[config.mk]
export PLATFORM = sky130hd
export DESIGN_NAME = instr_fetch_unit
export DESIGN_NICKNAME = d
export VERILOG_FILES = /design/src/rtl/instr_fetch_unit.sv
export SDC_FILE = /design/constraint.sdc
export NUM_CORES = 1
export LEC_CHECK = 0
export BUFFER_PORTS_ARGS = -buffer_cell sky130_fd_sc_hd__buf_4
export CAP_MARGIN = 0
export CORE_MARGIN = 4
export CORE_UTILIZATION = 40
export DETAILED_ROUTE_END_ITERATION = 8
export PLACE_DENSITY = 0.62
export SETUP_SLACK_MARGIN = 0.2
export SLEW_MARGIN = 20
export SYNTH_ARGS = -nofsm -noshare
export SYNTH_HDL_FRONTEND = slang
export SYNTH_SLANG_ARGS = --single-unit
[constraint.sdc]
create_clock -name clk_i -period 5.48 [get_ports clk_i]
set_clock_uncertainty 0.1 [all_clocks]
set_input_delay 1.096 -clock clk_i [delete_from_list [all_inputs] [get_ports clk_i]]
set_output_delay 1.096 -clock clk_i [all_outputs]
set_load 0.1 [all_outputs]
[src/rtl/instr_fetch_unit.sv]
// Instruction-fetch stage: holds the fetch PC, issues one outstanding request at a time to
// instruction memory, and buffers returned words in a small FIFO for the decode stage.
// A redirect flushes the FIFO and marks any in-flight response for discard.
module instr_fetch_unit #(
   parameter logic [31:0] RESET_PC = 32'h0000_0000,
   parameter int unsigned QDEPTH   = 2
) (
   input  logic        clk_i,
   input  logic        rst_i,
   output logic        imem_req_o,
   output logic [31:0] imem_addr_o,
   input  logic        imem_gnt_i,
   input  logic        imem_rvalid_i,
   input  logic [31:0] imem_rdata_i,
   input  logic        redirect_i,
   input  logic [31:0] redirect_pc_i,
   output logic        instr_valid_o,
   input  logic        instr_ready_i,
   output logic [31:0] instr_o,
   output logic [5:0]  instr_op_o,
   output logic [31:0] instr_pc_o,
   output logic [31:0] instr_pc4_o
);

   localparam int unsigned PtrW = $clog2(QDEPTH);
   localparam int unsigned CntW = PtrW + 1;
   localparam logic [CntW-1:0] DepthC = CntW'(QDEPTH);

   typedef enum logic [1:0] {StRun, StWait, StDrain} state_e;

   state_e          state_q, state_d;
   logic [31:0]     fetch_pc_q, fetch_pc_d;
   logic [31:0]     issue_pc_q, issue_pc_d;
   logic [PtrW-1:0] rd_ptr_q, rd_ptr_d;
   logic [PtrW-1:0] wr_ptr_q, wr_ptr_d;
   logic [CntW-1:0] count_q, count_d;
   logic [31:0]     data_q [QDEPTH];
   logic [31:0]     data_d [QDEPTH];
   logic [31:0]     fpc_q  [QDEPTH];
   logic [31:0]     fpc_d  [QDEPTH];

   logic        issue, push, pop;
   logic [31:0] redirect_tgt;

   // Request, handshake and FIFO-head outputs
   always_comb begin
      redirect_tgt  = redirect_pc_i & 32'hFFFF_FFFC;
      // Gated by reset so no request is visible while reset is held
      imem_req_o    = rst_i && (state_q == StRun) && (count_q < DepthC);
      imem_addr_o   = fetch_pc_q;
      issue         = imem_req_o && imem_gnt_i;
      instr_valid_o = (count_q != '0);
      pop           = instr_valid_o && instr_ready_i && !redirect_i;
      push          = (state_q == StWait) && imem_rvalid_i && !redirect_i;
      instr_o       = instr_valid_o ? data_q[rd_ptr_q] : 32'h0;
      instr_pc_o    = instr_valid_o ? fpc_q[rd_ptr_q]  : 32'h0;
      instr_op_o    = instr_o[31:26];
      instr_pc4_o   = instr_pc_o + 32'd4;
   end

   // Fetch FSM next state and fetch PC
   always_comb begin
      state_d    = state_q;
      fetch_pc_d = fetch_pc_q;
      issue_pc_d = issue_pc_q;
      unique case (state_q)
         StRun: begin
            if (issue) begin
               fetch_pc_d = fetch_pc_q + 32'd4;
               issue_pc_d = fetch_pc_q;
               state_d    = StWait;
            end
         end
         StWait:  if (imem_rvalid_i) state_d = StRun;
         StDrain: if (imem_rvalid_i) state_d = StRun;
         default: state_d = StRun;
      endcase
      // A redirect turns any still-pending response into one to discard
      if (redirect_i) begin
         fetch_pc_d = redirect_tgt;
         if (state_d == StWait) state_d = StDrain;
      end
   end

   // FIFO pointer, count and storage next state
   always_comb begin
      data_d   = data_q;
      fpc_d    = fpc_q;
      rd_ptr_d = rd_ptr_q;
      wr_ptr_d = wr_ptr_q;
      count_d  = count_q;
      if (redirect_i) begin
         rd_ptr_d = '0;
         wr_ptr_d = '0;
         count_d  = '0;
      end else begin
         if (push) begin
            data_d[wr_ptr_q] = imem_rdata_i;
            fpc_d[wr_ptr_q]  = issue_pc_q;
            wr_ptr_d         = wr_ptr_q + PtrW'(1);
         end
         if (pop) rd_ptr_d = rd_ptr_q + PtrW'(1);
         count_d = count_q + CntW'(push) - CntW'(pop);
      end
   end

   // Control state registers
   always_ff @(posedge clk_i or negedge rst_i) begin
      if (!rst_i) begin
         state_q    <= StRun;
         fetch_pc_q <= RESET_PC & 32'hFFFF_FFFC;
         issue_pc_q <= 32'h0;
         rd_ptr_q   <= '0;
         wr_ptr_q   <= '0;
         count_q    <= '0;
      end else begin
         state_q    <= state_d;
         fetch_pc_q <= fetch_pc_d;
         issue_pc_q <= issue_pc_d;
         rd_ptr_q   <= rd_ptr_d;
         wr_ptr_q   <= wr_ptr_d;
         count_q    <= count_d;
      end
   end

   // FIFO storage; contents are don't-care while count says empty, so no reset
   always_ff @(posedge clk_i) begin
      data_q <= data_d;
      fpc_q  <= fpc_d;
   end

endmodule

## Yosys cells after proc, flatten, opt, wreduce, memory -nomap -nowiden

Cells that the tools add are included.

| word-level totals | value |
|---|---|
| register bits after elaboration | 198 |
| bits of input ports | 70 |
| output and inout bits | 136 |
| logic and storage cells | 70 |

| cells by class | value |
|---|---|
| add/subtract/negate cells | 6 |
| $lt $le $gt $ge | 4 |
| equal/unequal tests | 3 |
| multiplexer cells | 25 |
| bitwise logic cells | 3 |
| reduce and logical (&&, ||, !) cells | 19 |

Operators by type and width:

| kind | number |
|---|---|
| 2-to-1 mux 32 bit | 12 |
| bitwise mux 64 bit | 2 |
| adder 32 x 3 -> 32 bit (second input constant) | 2 |
| demux 32 bit (select 1 bit) | 1 |
| 2-to-1 mux 2 bit | 5 |
| nonzero test 2 bit | 5 |
| logical AND 1 bit | 8 |
| AND reduction 2 bit | 3 |
| equality test 2 x 1 -> 1 bit (second input constant) | 2 |
| greater-or-equal comparator 2 bit (second input constant) | 2 |
| 2-to-1 mux 1 bit | 4 |
| NOT 1 -> 2 bit | 2 |
| one-hot mux 2 bit (2 select lines) | 1 |
| adder 1 bit (second input constant) | 2 |
| adder 2 x 1 -> 2 bit | 1 |
| equality test 2 bit (second input constant) | 1 |
| logical NOT 2 bit | 1 |
| < comparator 2 x 1 -> 1 bit (second input constant) | 1 |
| < comparator 2 bit (second input constant) | 1 |
| OR reduction 2 bit | 1 |
| subtractor 2 x 1 -> 2 bit | 1 |
| logical NOT 1 bit | 1 |
| NOT 1 bit | 1 |

## Depth between registers and ports, before layout

| logic depth | value |
|---|---|
| word-level depth | 9 |
| depth in mapped cells | 13 |
| gate-level depth less buffers | 10 |

## Worst setup path before layout

Ideal clock, no wire load.

| path | value |
|---|---|
| kind | register -> output |
| start | register count_q[1] |
| end | output instr_pc4_o[30] |
| arrival | 5916 ps |
| required time | 4284 ps |
| slack | -1632 ps |
| cell stages (with the launch flop) | 14 |
| path buffers | 3 |
| cells stage by stage | dfrtp_1 -> nor2_4 -> clkbuf_1 -> buf_2 -> inv_1 -> nand2_1 -> inv_1 -> ha_1 -> nand2_1 -> o22ai_1 -> nand3_1 -> buf_2 -> nor4_2 -> xor2_1 |

| between the ends | value |
|---|---|
| word-level cells in the longest chain between the ends | 3 |

Ends and longest elaborated chain:

| element | RTL line | text |
|---|---|---|
| from (decl) | 36 | `logic [CntW-1:0] count_q, count_d;` |
| from (signal assigned) | 122 | `count_q <= count_d;` |
| nonzero test 2 bit | 52 | `instr_valid_o = (count_q != '0);` |
| via instr_valid_o | 17 | `output logic instr_valid_o,` |
| 2-to-1 mux 32 bit | 56 | `instr_pc_o = instr_valid_o ? fpc_q[rd_ptr_q] : 32'h0;` |
| via instr_pc_o[2] | 21 | `output logic [31:0] instr_pc_o,` |
| adder 32 x 3 -> 32 bit | 58 | `instr_pc4_o = instr_pc_o + 32'd4;` |
| to (decl) | 22 | `output logic [31:0] instr_pc4_o` |

The timed path passes the listed nets, and every way through them passes these cells.

## Final worst setup path

| path | value |
|---|---|
| start | register count_q[1] |
| end | output instr_pc4_o[20] |

| between the ends | value |
|---|---|
| word-level cells in the longest chain between the ends | 3 |

Ends and longest elaborated chain:

| element | RTL line |
|---|---|
| nonzero test 2 bit | 52 |
| 2-to-1 mux 32 bit | 56 |
| adder 32 x 3 -> 32 bit | 58 |

Every way passes these cells.

==> metrics list <==
- The flow ran to the end, and the final reports show no timing, DRC or antenna violations.
- Share of post-route cells with drive strength above 1: between 20% and 30%
* Finished Cell Area: roughly 0.011 mm^2
- Area fraction of the dominant cell type after synthesis: 42.9%
- Final wirelength: ~20000 um
* CTS Buf Count: 17
- For this run, the total global-route usage over all layers was measured as 15.9%.
- The number of slew-limit violations in the final report came to 0.
- Portion of the post-synthesis area used by sequential elements: between 60% and 70%
- Kind of capture point of the worst setup path: output port
* Endpoint arrival time on the critical path: ~3.8 ns
* Fraction of power consumed by sequential logic: 42.9%
* Netlist area before placement: between 0.008 and 0.009 mm^2
- Internal power: between 0.002 and 0.003 W
- In this run the mean area of a mapped cell was ~12 um^2.
* Die Footprint: around 0.024 mm^2
- The floorplan has 53 rows.
* Fraction of power spent switching nets: between 40% and 50%
- In this run the worst path has a maximum fanout of 41.
- Cell type with the largest total area after synthesis: edfxtp_1
* Combinational share of power: 30.5%
- Dividing total power by cell area gives a power density of 408 mW/mm^2.
- Synth Register Bits: 190
* Final setup vio count: 0
- By area the synthesized netlist is led by edfxtp_1 (43%), dfrtp_1 (19%), mux2i_1 (6.9%).
- Yosys printed 0 warnings.
- Number of fill cells in the layout: ~1900
* Proportion of power drawn by the clock network: roughly a quarter
- DR vias: 5879
- Net switching power of the design: ~0.0018 W
* Buffers from clock root to sink, at most: 2
- After detailed routing, the number of remaining DRC violations is 0.
- Worst Path Class, Setup: reg -> out
* Cells along the critical path: nor2_4 > buf_4 > nor2_4 > ha_4 > nand2_1 > o22ai_1 > nand3_1 > nor3_1 > xnor2_4 > buf_4
* Nature of the critical path startpoint: flop
- The final hold violation count came to 0.
* Largest vdd supply drop: between 0.2 and 0.25 mV
- For this design the top-level I/O count stands at around 210.
* Later-pin clock latency in the skew report: about 0.43 ns
* Drt first pass iters: 4
- TritonCTS built the clock tree.
* Most frequent cells after synthesis: nand2_1 (143), edfxtp_1 (124), nor2_1 (69)
- The repair_antennas step left the layout with diodes totalling 0.
* Max H-tree Level: 4
- In the final design database the tool counted ~990 nets.
* EDFF count, synth: 124
- The tree is rooted in a clkbuf_16.
- Derived from the worst setup path, the maximum achievable clock frequency is 199 MHz.
* Initial antenna violation count: 0
* Number of global-route vias before repair: around 5600
- The first routing iteration left 351 violations.
- By instance count, the leading cell after synthesis is nand2_1.
- After detailed placement, the total cell area comes to around 0.010 mm^2.
- Compared with the post-synthesis result, the final layout area differs by 27.4%.
- The first global-routing pass estimated 30500 um of wire.
- The clock drives 190 sinks.
* Class of the tightest hold or removal check: reg -> reg
- Buffers added to address setup during post-CTS repair amount to 0.
- Starting density of the core: about two fifths
- PnR Total Power: between 0.004 and 0.005 W
- Critical Path Slowest Stage Cell: nor3_1
- After layout, the worst path uses between 90% and 100% of the clock period.
- Entering global routing, the biggest net connects 69 pins.
- In this run the vertical extent of the chip is roughly 160 um.
* Gate count of the mapped netlist: ~730
- The total overflow left after global routing is 0.
- Number of routed nets with antenna violations: 0
- Main synth FF type: edfxtp_1
- Die X-Extent: ~160 um
- Setup repair after global routing left no endpoint under its margin.
- Distinct cell type count after synthesis: 48
* Placeable Area: approximately 0.021 mm^2
- Clock transition at the register clock pins on the worst setup and hold paths after CTS: about 0.070 ns
* Actual transition at the worst max-transition pin: 0.881 ns
- Minimum clock period after layout: 5.02 ns
- STA puts the critical path data required time at between 4 and 5 ns.
- Number of port buffers: between 150 and 200
* Stage delay of the slowest cell on the critical path: around 0.66 ns
- Post-DP HPWL: 13700 um
* Routed wire length per instance: ~16 um
* Relative slew margins: between 40% and 50%
* Ys async rst share: a little over a third
- Leak pwr: about 4.4 nW
- In the routed layout, each cell is associated on average with a via count of 4.89.
- Max-cap violations: 0
- In the final timing run, aggregate negative setup slack is 0 ns.
- At the end of routability-driven placement, the weighted congestion stood at about 0.77.
==> timing repair <==
item	4_1_cts	5_1_grt
gates resized for setup	0	0
hold buffers	0	0
setup endpoints to repair	0	2
==> flip-flops by register name, indices dropped and copies added (netlist names) <==
signal and count:
wr_ptr_q 1, state_q 2, imem_addr_o 30, rd_ptr_q 1, fpc_q 60, issue_pc_q 30
count_q 2, data_q 64
==> logic make-up (layout without fill, tap and decap cells) <==
| kind of cell | Yosys count | count (layout) | share of synthesized area, % |
|---|---|---|---|
| xor+xnor | 59 | 59 | 5.96 |
| simple gates | 306 | 307 | 17.0 |
| fa+ha+maj | 7 | 7 | 1.01 |
| other cells | 1 | 6 | 0.0432 |
| buf+inv | 60 | 250 | 3.66 |
| mux | 63 | 63 | 7.31 |
| compound gates | 45 | 45 | 3.06 |
| flops | 190 | 190 | 62.0 |
==> path summary, 6_finish.rpt <==
check / endpoint / cells after the start / startpoint / slack, ns
max in group asynchronous: rd_ptr_q / 2 / rst_i / 3.88
max reg2reg: count_q[1] / 9 / count_q[1] / 2.98
min reg2reg: fpc_q[17] / 0 / issue_pc_q[17] / 0.37
min: fpc_q[17] / 0 / issue_pc_q[17] / 0.37
max: instr_pc4_o[20] / 10 / count_q[1] / 0.46
min in group asynchronous: imem_addr_o[30] / 1 / rst_i / 0.51
==> layout make-up <==
| class | count | area [um^2] | area share [%] |
|---|---|---|---|
| sequential | 190 | 5380 | 48.7 |
| multi-input combinational | 487 | 3110 | 28.1 |
| timing repair buffer | 207 | 1580 | 14.3 |
| clock buffer | 17 | 425 | 3.85 |
| tap | 275 | 344 | 3.11 |
| clock inverter | 15 | 166 | 1.51 |
| inverter | 11 | 48.8 | 0.441 |
==> placed cells by master, fill, tap and decap left out, types with 3 or more instances in the layout <==
cell,netlist,routed
dfrtp_1,66,65
ha_1,7,6
clkinv_8,0,3
nand3_1,20,20
edfxtp_1,124,124
xnor2_1,13,11
clkinvlp_4,0,4
nand4b_1,3,3
nand4_1,17,17
clkbuf_16,0,17
buf_4,16,205
nor2b_1,4,4
inv_1,11,9
nor3_1,12,11
mux2_2,3,3
mux2i_1,60,60
xor2_1,46,46
o21ai_0,32,32
and4_1,4,4
nand2_1,143,142
a21oi_1,3,3
conb_1,1,6
inv_8,0,6
a211oi_2,3,3
nor2_1,69,66
nand3b_1,6,6
nor4_2,9,10
nor2_4,1,4
and3_1,3,3
==> metal layers <==
metal  up-vias  track usage (%)  routed length [um]
li1       2905                -                   -
met2       154             23.4                8510
met5         -                0                   0
met1      2805             24.1                9930
met3        15             3.45                1040
met4         0             3.96                 206
==> worst max-delay path: cells and delay by family (launching register included) <==
kind	cells	cell delay, ns
buffers and inverters	2	0.64
AND/OR/NAND/NOR	5	1.63
AO/OA/AOI/OAI	1	0.21
flip-flops	1	0.56
adder cells (fa/ha/maj)	1	0.18
XOR/XNOR	1	0.17
==> stage by stage <==
step,setup WS [ns],hold WS (ns),util [%],cells
2_1_floorplan,-0.404,0.342,-,736
4_1_cts,0.300,0.375,52.2,1201
6_report,0.456,0.373,52.3,1202
5_1_grt,0.253,0.387,52.3,1202
3_5_place_dp,0.772,0.357,49.4,1169
3_3_place_gp,0.828,0.349,49.4,1169
==> power by group through the flow <==
| stage | sequential (W) | clock, W | combinational, W |
|---|---|---|---|
| 2_1_floorplan | 0.00205 | 0 | 0.000959 |
| 3_3_place_gp | 0.00195 | 0 | 0.00137 |
| 3_5_place_dp | 0.00196 | 0 | 0.00138 |
| 4_1_cts | 0.00193 | 0.00123 | 0.00139 |
| 5_1_grt | 0.00196 | 0.00129 | 0.00146 |
| 6_report | 0.00193 | 0.00120 | 0.00138 |
(Power assumes the default switching activity.)
